### config.mk
export PLATFORM = sky130hd
export DESIGN_NAME = dif_fft4_stream
export DESIGN_NICKNAME = d
export VERILOG_FILES = /design/src/rtl/fft_pkg.sv /design/src/rtl/fft_bfly2.sv /design/src/rtl/dif_fft4_stream.sv
export SDC_FILE = /design/constraint.sdc
export NUM_CORES = 1
export LEC_CHECK = 0
export ABC_AREA = 0
export CAP_MARGIN = 30
export CELL_PAD_IN_SITES_DETAIL_PLACEMENT = 0
export CELL_PAD_IN_SITES_GLOBAL_PLACEMENT = 2
export CORE_ASPECT_RATIO = 1.4
export CORE_MARGIN = 3
export CORE_UTILIZATION = 40
export CTS_CLUSTER_SIZE = 20
export DETAILED_ROUTE_END_ITERATION = 7
export MAX_ROUTING_LAYER = met4
export PLACE_DENSITY = 0.9
export REMOVE_ABC_BUFFERS = 1
export SETUP_SLACK_MARGIN = 0.05
export SLEW_MARGIN = 20
export SYNTH_ARGS = -nofsm -noshare
export SYNTH_HDL_FRONTEND = slang
export SYNTH_HIERARCHICAL = 1
export SYNTH_SLANG_ARGS = --single-unit
### constraint.sdc
create_clock -name clk -period 9.1 [get_ports clk]
set_clock_uncertainty 0.1 [all_clocks]
set_input_delay 0.91 -clock clk [delete_from_list [all_inputs] [get_ports clk]]
set_output_delay 0.91 -clock clk [all_outputs]
set_load 0.005 [all_outputs]
### src/rtl/fft_pkg.sv
// Shared types and helpers for the streaming 4-point DIF FFT engine.
// Holds the FSM state encoding, stage growth constants and output clamping.
package fft_pkg;

    typedef enum logic [1:0] {
        LOAD   = 2'd0,
        ST1    = 2'd1,
        ST2    = 2'd2,
        UNLOAD = 2'd3
    } state_t;

    // Bits of growth carried by the stage-1 and stage-2 registers over DATA_W.
    localparam int STAGE1_GROWTH = 1;
    localparam int STAGE2_GROWTH = 2;
    localparam int SAT_MAX_W     = 64;

    // Clamp a sign-extended value to the two's complement range of w bits.
    function automatic logic signed [SAT_MAX_W-1:0] saturate(
        input logic signed [SAT_MAX_W-1:0] x,
        input int                          w
    );
        logic signed [SAT_MAX_W-1:0] hi;
        logic signed [SAT_MAX_W-1:0] lo;
        hi = (64'sd1 <<< (w - 1)) - 64'sd1;
        lo = -(64'sd1 <<< (w - 1));
        if (x > hi) begin
            return hi;
        end else if (x < lo) begin
            return lo;
        end
        return x;
    endfunction

endpackage

### src/rtl/fft_bfly2.sv
// Combinational radix-2 butterfly: sum and difference with one bit of growth,
// optionally halved (floor) so the result stays within IN_W bits.
module fft_bfly2 #(
    parameter int IN_W     = 16,
    parameter bit SCALE_EN = 1'b1
) (
    input  logic signed [IN_W-1:0] a_re,
    input  logic signed [IN_W-1:0] a_im,
    input  logic signed [IN_W-1:0] b_re,
    input  logic signed [IN_W-1:0] b_im,
    output logic signed [IN_W:0]   sum_re,
    output logic signed [IN_W:0]   sum_im,
    output logic signed [IN_W:0]   diff_re,
    output logic signed [IN_W:0]   diff_im
);
    logic signed [IN_W:0] s_re, s_im, d_re, d_im;

    always_comb begin
        s_re = (IN_W+1)'(a_re) + (IN_W+1)'(b_re);
        s_im = (IN_W+1)'(a_im) + (IN_W+1)'(b_im);
        d_re = (IN_W+1)'(a_re) - (IN_W+1)'(b_re);
        d_im = (IN_W+1)'(a_im) - (IN_W+1)'(b_im);
        sum_re  = SCALE_EN ? (s_re >>> 1) : s_re;
        sum_im  = SCALE_EN ? (s_im >>> 1) : s_im;
        diff_re = SCALE_EN ? (d_re >>> 1) : d_re;
        diff_im = SCALE_EN ? (d_im >>> 1) : d_im;
    end

endmodule

### src/rtl/dif_fft4_stream.sv
// Streaming 4-point radix-2 DIF FFT: collects four samples, runs two registered
// butterfly stages and returns bins 0..3 in natural order under backpressure.
module dif_fft4_stream
    import fft_pkg::*;
#(
    parameter int DATA_W   = 16,
    parameter bit SCALE_EN = 1'b1
) (
    input  logic              clk,
    input  logic              reset,
    input  logic              in_valid,
    output logic              in_ready,
    input  logic [DATA_W-1:0] in_re,
    input  logic [DATA_W-1:0] in_im,
    input  logic              in_inverse,
    output logic              out_valid,
    input  logic              out_ready,
    output logic [DATA_W-1:0] out_re,
    output logic [DATA_W-1:0] out_im,
    output logic [1:0]        out_idx,
    output logic              out_last,
    output logic              out_sat
);
    // LOAD: collect x0..x3 | ST1: stage-1 butterflies | ST2: stage-2 butterflies | UNLOAD: emit bins
    localparam int S1_W = DATA_W + STAGE1_GROWTH;
    localparam int S2_W = DATA_W + STAGE2_GROWTH;

    state_t                   state;
    logic [1:0]               cnt;
    logic                     inv_q;
    logic signed [DATA_W-1:0] xb_re [4];
    logic signed [DATA_W-1:0] xb_im [4];
    logic signed [S1_W-1:0]   a0_re, a0_im, a1_re, a1_im, b0_re, b0_im, b1_re, b1_im;
    logic signed [S2_W-1:0]   xs_re [4];
    logic signed [S2_W-1:0]   xs_im [4];

    logic signed [S1_W-1:0]   p_sum_re, p_sum_im, p_dif_re, p_dif_im;
    logic signed [S1_W-1:0]   q_sum_re, q_sum_im, q_dif_re, q_dif_im;
    logic signed [S1_W-1:0]   rot_re, rot_im, a1_n_re, a1_n_im, b1_n_re, b1_n_im;
    logic signed [S2_W-1:0]   x0c_re, x0c_im, x1c_re, x1c_im, x2c_re, x2c_im, x3c_re, x3c_im;

    logic [1:0]                  nxt_idx;
    logic signed [S2_W-1:0]      pick_re, pick_im;
    logic signed [SAT_MAX_W-1:0] ext_re, ext_im, clp_re, clp_im;
    logic [DATA_W-1:0]           nr_re, nr_im;
    logic                        nr_sat;

    fft_bfly2 #(.IN_W(DATA_W), .SCALE_EN(SCALE_EN)) u_bfly_02 (
        .a_re(xb_re[0]), .a_im(xb_im[0]), .b_re(xb_re[2]), .b_im(xb_im[2]),
        .sum_re(p_sum_re), .sum_im(p_sum_im), .diff_re(p_dif_re), .diff_im(p_dif_im)
    );

    // The x1-x3 difference must be rotated before halving, so this one runs unscaled.
    fft_bfly2 #(.IN_W(DATA_W), .SCALE_EN(1'b0)) u_bfly_13 (
        .a_re(xb_re[1]), .a_im(xb_im[1]), .b_re(xb_re[3]), .b_im(xb_im[3]),
        .sum_re(q_sum_re), .sum_im(q_sum_im), .diff_re(q_dif_re), .diff_im(q_dif_im)
    );

    always_comb begin
        rot_re  = inv_q ? -q_dif_im : q_dif_im;
        rot_im  = inv_q ? q_dif_re : -q_dif_re;
        a1_n_re = SCALE_EN ? (q_sum_re >>> 1) : q_sum_re;
        a1_n_im = SCALE_EN ? (q_sum_im >>> 1) : q_sum_im;
        b1_n_re = SCALE_EN ? (rot_re >>> 1) : rot_re;
        b1_n_im = SCALE_EN ? (rot_im >>> 1) : rot_im;
    end

    fft_bfly2 #(.IN_W(S1_W), .SCALE_EN(SCALE_EN)) u_bfly_a (
        .a_re(a0_re), .a_im(a0_im), .b_re(a1_re), .b_im(a1_im),
        .sum_re(x0c_re), .sum_im(x0c_im), .diff_re(x2c_re), .diff_im(x2c_im)
    );

    fft_bfly2 #(.IN_W(S1_W), .SCALE_EN(SCALE_EN)) u_bfly_b (
        .a_re(b0_re), .a_im(b0_im), .b_re(b1_re), .b_im(b1_im),
        .sum_re(x1c_re), .sum_im(x1c_im), .diff_re(x3c_re), .diff_im(x3c_im)
    );

    // Bin 0 is loaded straight from the stage-2 adders so out_valid rises as ST2 ends.
    always_comb begin
        nxt_idx = out_idx + 2'd1;
        pick_re = xs_re[nxt_idx];
        pick_im = xs_im[nxt_idx];
        if (state == ST2) begin
            pick_re = x0c_re;
            pick_im = x0c_im;
        end
        ext_re = SAT_MAX_W'(pick_re);
        ext_im = SAT_MAX_W'(pick_im);
        clp_re = saturate(ext_re, DATA_W);
        clp_im = saturate(ext_im, DATA_W);
        if (SCALE_EN) begin
            nr_re  = pick_re[DATA_W-1:0];
            nr_im  = pick_im[DATA_W-1:0];
            nr_sat = 1'b0;
        end else begin
            nr_re  = clp_re[DATA_W-1:0];
            nr_im  = clp_im[DATA_W-1:0];
            nr_sat = (clp_re != ext_re) || (clp_im != ext_im);
        end
    end

    always_ff @(posedge clk or negedge reset) begin
        if (!reset) begin
            state <= LOAD;
            cnt   <= '0;
            inv_q <= 1'b0;
            for (int i = 0; i < 4; i++) begin
                xb_re[i] <= '0;
                xb_im[i] <= '0;
                xs_re[i] <= '0;
                xs_im[i] <= '0;
            end
            a0_re <= '0; a0_im <= '0; a1_re <= '0; a1_im <= '0;
            b0_re <= '0; b0_im <= '0; b1_re <= '0; b1_im <= '0;
            in_ready  <= 1'b1;
            out_valid <= 1'b0;
            out_re    <= '0;
            out_im    <= '0;
            out_idx   <= '0;
            out_last  <= 1'b0;
            out_sat   <= 1'b0;
        end else begin
            case (state)
                LOAD: begin
                    if (in_valid && in_ready) begin
                        xb_re[cnt] <= in_re;
                        xb_im[cnt] <= in_im;
                        if (cnt == 2'd0) inv_q <= in_inverse;
                        cnt <= cnt + 2'd1;
                        if (cnt == 2'd3) begin
                            state    <= ST1;
                            in_ready <= 1'b0;
                        end
                    end
                end
                ST1: begin
                    a0_re <= p_sum_re; a0_im <= p_sum_im;
                    b0_re <= p_dif_re; b0_im <= p_dif_im;
                    a1_re <= a1_n_re;  a1_im <= a1_n_im;
                    b1_re <= b1_n_re;  b1_im <= b1_n_im;
                    state <= ST2;
                end
                ST2: begin
                    xs_re[0] <= x0c_re; xs_im[0] <= x0c_im;
                    xs_re[1] <= x1c_re; xs_im[1] <= x1c_im;
                    xs_re[2] <= x2c_re; xs_im[2] <= x2c_im;
                    xs_re[3] <= x3c_re; xs_im[3] <= x3c_im;
                    out_re    <= nr_re;
                    out_im    <= nr_im;
                    out_sat   <= nr_sat;
                    out_idx   <= 2'd0;
                    out_last  <= 1'b0;
                    out_valid <= 1'b1;
                    state     <= UNLOAD;
                end
                UNLOAD: begin
                    if (out_valid && out_ready) begin
                        if (out_idx == 2'd3) begin
                            out_valid <= 1'b0;
                            out_last  <= 1'b0;
                            out_idx   <= 2'd0;
                            in_ready  <= 1'b1;
                            cnt       <= 2'd0;
                            state     <= LOAD;
                        end else begin
                            out_idx  <= nxt_idx;
                            out_last <= (nxt_idx == 2'd3);
                            out_re   <= nr_re;
                            out_im   <= nr_im;
                            out_sat  <= nr_sat;
                        end
                    end
                end
                default: state <= LOAD;
            endcase
        end
    end

endmodule

Word-level counts from Yosys, hierarchy flattened
Index checks and enable logic that the tools add are counted.
{ "word_totals": {"romBits": 0, "input_bits": 37, "n_memories": 0, "word_cells": 129, "latch_bits": 0, "output_inout_bits": 38, "mem_bits_rw": 0, "ff_bits": 427} }
{ "classes": {"n_reduce_logical": 15, "magnitude_cmp": 3, "n_bitwise": 2, "div": 0, "n_eq_ne": 11, "shifts": 0, "add_sub_neg": 20, "n_mul": 0, "n_mux": 44} }
{ "op_table": {"columns": ["cell", "count"], "rows": [
  ["16-bit two-way mux", 11],
  ["16-bit by 16-bit adder with 17-bit output", 8],
  ["16-bit by 16-bit subtractor with 17-bit output", 8],
  ["64-bit bitwise mux", 2],
  ["18-bit binary-select mux with 2-bit select", 2],
  ["16-bit one-hot mux with 2 select lines", 2],
  ["17-bit two-way mux", 2],
  ["17-bit negator", 2],
  ["16-bit demux with 2-bit select", 1],
  ["2-bit two-way mux", 7],
  ["2-bit == test, second input constant", 5],
  ["1-bit two-way mux", 10],
  ["2-bit != test, second input constant", 5],
  ["3-bit AND reduction", 3],
  ["1-bit one-hot mux with 2 select lines", 4],
  ["2-bit one-hot mux with 2 select lines", 2],
  ["2-bit one-hot mux with 4 select lines", 1],
  ["4-bit AND reduction", 2],
  ["3-bit >= comparator, second input constant", 2],
  ["2-bit inverter with 3-bit output", 2],
  ["5-bit AND reduction", 1],
  ["2-bit by 1-bit adder with 2-bit output, second input constant", 2],
  ["2-bit logical NOT", 2],
  ["2-bit AND reduction", 2],
  ["other kinds (4)", 7]
]} }

Depth between registers and ports, before layout
{ "logic_depth": {"word_depth": 9, "mapped_depth": 14} }

Hierarchy
The synthesis kept the hierarchy.
{ "modules_own_cells": {"columns": ["mod", "cells_per_inst", "area_each_um2", "instances"], "rows": [
  ["dif_fft4_stream", 1218, 17830.9, 1],
  ["fft_bfly2 at u_bfly_b", 525, 3569.7, 1],
  ["fft_bfly2 at u_bfly_a", 491, 3460.8, 1],
  ["fft_bfly2 at u_bfly_13", 490, 3444.6, 1],
  ["fft_bfly2 at u_bfly_02", 471, 3253.1, 1]
]} }

Least setup slack after synthesis
Ideal clock, no wire load.
{ "synth_timing": {"path_kind": "register to register", "from": "reg xb_im[32] (netlist bit)", "to": "reg, netlist name b1_re[15]", "period_less_slack_ns": 3.560, "stages_incl_launch_ff": 14, "path_slack_ns": 5.540, "path_buffers": 0, "arrival_ns": 3.391, "path_cell_list": "dfrtp_1 -> inv_1 -> ha_1 -> fa_1 -> nand2b_1 -> a211oi_1 -> o21ai_0 -> a21oi_1 -> nor2_1 -> xnor2_1 -> or4_4 -> or3_1 -> or4_1 -> nand3_1"} }
{ "synth_via": {"elab_chain_len": 3} }
{ "synth_rtl": {"columns": ["item", "line_no", "text"], "rows": [
  ["start: declaration", "dif_fft4_stream.sv:32", "logic signed [DATA_W-1:0] xb_im [4];"],
  ["start signal: indexed assignment", "dif_fft4_stream.sv:127", "xb_im[cnt] <= in_im;"],
  ["16-bit by 16-bit subtractor with 17-bit output", "fft_bfly2.sv:22", "d_im = (IN_W+1)'(a_im) - (IN_W+1)'(b_im);"],
  ["via q_dif_im[10]", "dif_fft4_stream.sv:38", "logic signed [S1_W-1:0] q_sum_re, q_sum_im, q_dif_re, q_dif_im;"],
  ["17-bit negator", "dif_fft4_stream.sv:60", "rot_re = inv_q ? -q_dif_im : q_dif_im;"],
  ["17-bit two-way mux", "dif_fft4_stream.sv:60", null]
]} }
The timed path passes the listed nets, and every way through them passes these cells.
A chain may end at the register's enable or synchronous reset.

Worst setup path in the final report
{ "layout_timing": {"from": "reg xb_im[32] (netlist bit)", "to": "reg, netlist name b1_re[15]"} }
{ "layout_via": {"elab_chain_len": 3} }
{ "layout_rtl": {"columns": ["item", "line_no"], "rows": [
  ["16-bit by 16-bit subtractor with 17-bit output", "fft_bfly2.sv:22"],
  ["via q_dif_im[10]", "dif_fft4_stream.sv:38"],
  ["17-bit negator", "dif_fft4_stream.sv:60"],
  ["17-bit two-way mux", "dif_fft4_stream.sv:60"]
]} }
The timed path passes the listed nets, and every way through them passes these cells.

==> flow_results.xml <==
<?xml version="1.0" encoding="UTF-8"?>
<metrics>
  <group name="grt">
    <metric name="wire_length_of_the_first_global_routing_pass" unit="um">131000</metric>
    <metric name="first_global_vias" unit="">23501</metric>
    <metric name="grt_max_degree" unit="">183</metric>
    <metric name="grt_antenna_before_repair" unit="">0</metric>
    <metric name="grt_usage" unit="%">20.9</metric>
    <metric name="globalRouteOverflowTotal" unit="">0</metric>
  </group>
  <group name="placement">
    <metric name="dpl.hpwl" unit="um">64300</metric>
    <metric name="port-buffer-count" unit="">73</metric>
    <metric name="gpl.final_weighted_congestion" unit="">0.912</metric>
  </group>
  <group name="layout">
    <metric name="area_growth_syn_to_layout" unit="%">10.3</metric>
    <metric name="drive_above_1_share" unit="%">18.0</metric>
    <metric name="layout.nets" unit="">3425</metric>
    <metric name="final_util" unit="%">44.8</metric>
    <metric name="antenna-diode-count" unit="">0</metric>
  </group>
  <group name="power_and_ir_drop">
    <metric name="power_per_cell_area" unit="mW/mm^2">118</metric>
    <metric name="design_power_total" unit="uW">4060</metric>
    <metric name="power.sequential.fraction" unit="%">47.1</metric>
    <metric name="vdd_ir_drop_max" unit="uV">115</metric>
    <metric name="share_clk_of_total_power" unit="%">51.2</metric>
    <metric name="power.share.combinational" unit="%">1.7</metric>
    <metric name="power_switching_share" unit="%">21.5</metric>
    <metric name="intPower" unit="uW">3190</metric>
    <metric name="switchingPower" unit="uW">871</metric>
    <metric name="p_leak" unit="uW">0.0166</metric>
  </group>
  <group name="route">
    <metric name="avgRoutedWirePerCell" unit="um">19.9</metric>
    <metric name="first_pass_iters" unit="">5</metric>
    <metric name="topmost_layer_with_routed_signal_wires" unit="">met4</metric>
    <metric name="drcViolationCount" unit="">0</metric>
    <metric name="avgViaCountPerCell" unit="">5.47</metric>
    <metric name="routed-wl-met3" unit="um">1890</metric>
    <metric name="met2RoutedLength" unit="um">44300</metric>
    <metric name="wirelength" unit="um">83100</metric>
    <metric name="drtIter0Drc" unit="">1040</metric>
    <metric name="routedLengthMet1" unit="um">32900</metric>
    <metric name="detail-route-antenna-nets" unit="">0</metric>
    <metric name="vias" unit="">22877</metric>
  </group>
  <group name="die">
    <metric name="die_area" unit="mm^2">0.0815</metric>
    <metric name="std_cell_rows" unit="">120</metric>
    <metric name="die_h" unit="um">337</metric>
    <metric name="fp.dieW" unit="um">242</metric>
    <metric name="core_region_area" unit="mm^2">0.0769</metric>
    <metric name="boundaryPins" unit="">75</metric>
    <metric name="floorplan.initialDensity" unit="%">40.6</metric>
  </group>
  <group name="timing">
    <metric name="relSlewSlack" unit="%">32.4</metric>
    <metric name="grt_setup_unrepaired" unit="">false</metric>
    <metric name="drv_slew" unit="">0</metric>
    <metric name="layout_worst_path_cycle_share" unit="%">44.4</metric>
    <metric name="slew_of_the_pin_with_the_lowest_slew_margin" unit="ns">1.00</metric>
    <metric name="final_period_minus_worst_setup_slack" unit="ns">4.04</metric>
    <metric name="tns" unit="ns">0</metric>
    <metric name="setup_viols_final" unit="">0</metric>
    <metric name="final_hold_violating_endpoints" unit="">0</metric>
    <metric name="max_clock_freq" unit="MHz">247</metric>
  </group>
  <group name="setup_path">
    <metric name="timing.critical_path.to_type" unit="">register</metric>
    <metric name="required_time_worst_endpoint" unit="ns">9.52</metric>
    <metric name="timing_worst_setup_path_type" unit="">register to register</metric>
    <metric name="critPathLaunchType" unit="">register</metric>
    <metric name="critPathArrivalTime" unit="ns">4.46</metric>
    <metric name="worstPathMaxFanout" unit="">5</metric>
  </group>
  <group name="clock_tree">
    <metric name="postCtsSetupBuffers" unit="">0</metric>
    <metric name="clock_path_buffers" unit="">3</metric>
    <metric name="tritoncts.num_buffers" unit="">47</metric>
    <metric name="cts_tree" unit="">done</metric>
    <metric name="post_cts_resize_count" unit="">0</metric>
    <metric name="worst_skew_pair.late_latency" unit="ns">0.59</metric>
    <metric name="cts.clk_slew.worst_paths" unit="ns">0.06</metric>
    <metric name="cts-root-buf" unit="">clkbuf_16</metric>
    <metric name="cts_hold_buf" unit="">0</metric>
    <metric name="htree_num_levels" unit="">2</metric>
    <metric name="cts.sink_count" unit="">430</metric>
  </group>
  <group name="run_status">
    <metric name="run_status" unit="">finished clean</metric>
  </group>
  <group name="yosys">
    <metric name="synthCells" unit="">3143</metric>
    <metric name="syn-cell-area" unit="mm^2">0.0312</metric>
    <metric name="syn_area_per_cell" unit="um^2">9.93</metric>
    <metric name="yosysWarningCount" unit="">6</metric>
  </group>
  <group name="flow_run">
    <metric name="drv.max_cap_violation_count" unit="">0</metric>
  </group>
  <group name="hold_path">
    <metric name="hold_class" unit="">input port to asynchronous set/reset pin</metric>
  </group>
</metrics>
## final cells by class
cell class,instances,area [um^2]
flip-flops and latches,430,10800
clock inverters,20,302
well taps,1037,1300
repair buffers,95,1000
fillers,7486,42500
inverters,250,943
clock buffers,66,1380
multi-input cells,2288,18700
## placed cells by master, fill, tap and decap left out, drive strengths merged, types with 47 or more instances in the layout
master	instances
dfrtp	429
mux2	361
o21ai	131
nand2	130
nor2	223
a21o	50
xnor2	176
a21oi	206
nand2b	47
nor3	71
ha	260
clkdlybuf4s50	72
clkbuf	66
inv	250
## worst max-delay path, cell delays in order (launching register included)
cell and delay, ns:
dfrtp_1 0.36, inv_1 0.05, ha_1 0.22, fa_1 0.39, nand2b_1 0.20, a211oi_1 0.50, o21ai_0 0.15, a21oi_1 0.17
nor2_1 0.07, xnor2_1 0.16, or4_4 0.60, or3_1 0.40, or4_1 0.51, nand3_1 0.09
## final timing paths
path                           start    endpoint  slack, ns  cells after the start
max                        xb_im[32]   b1_re[15]       5.06                     13
min                            reset  out_idx[1]       0.20                      1
max reg2reg                xb_im[32]   b1_re[15]       5.06                     13
min reg2reg                out_im[4]   out_im[4]       0.37                      2
max in group asynchronous      reset       inv_q       6.68                      3
min in group clk           out_im[4]   out_im[4]       0.37                      2
## power groups by stage
| stage | sequential [uW] | clock, uW | combinational (uW) |
|---|---|---|---|
| after floorplan | 1950 | 0 | 1.70 |
| after global placement | 1950 | 0 | 71.2 |
| after detailed placement | 1950 | 0 | 71.7 |
| after CTS | 1910 | 2150 | 71.9 |
| after global routing | 1910 | 2220 | 77.9 |
| final | 1910 | 2080 | 67.6 |
## metal layers
metal	global-route usage [%]	vias to the layer above
met4	9.05	0
met5	-	-
li1	-	11055
met1	22.3	11266
met2	39.3	384
met3	1.84	172
## per-stage QoR
stage          cell area [um^2]  hold WS, ns  worst slack, ns  instances
3_5_place_dp              32700        0.369             5.11       4099
2_1_floorplan             30400        0.373            0.276       2968
6_report                  34400        0.196             5.06       4186
5_1_grt                   34400        0.222             4.91       4186
4_1_cts                   34400        0.193             5.10       4185
3_3_place_gp              32600        0.360             5.10       4094
## flip-flops by register name, indices dropped and copies added (netlist names), 16 cells and up
register  flops
a0_im        17
a0_re        17
a1_im        16
a1_re        16
b0_im        17
b0_re        17
b1_im        16
b1_re        16
out_im       16
out_re       16
xb_im        64
xb_re        64
xs_im        64
xs_re        64
Power figures use the tool's default switching activity.
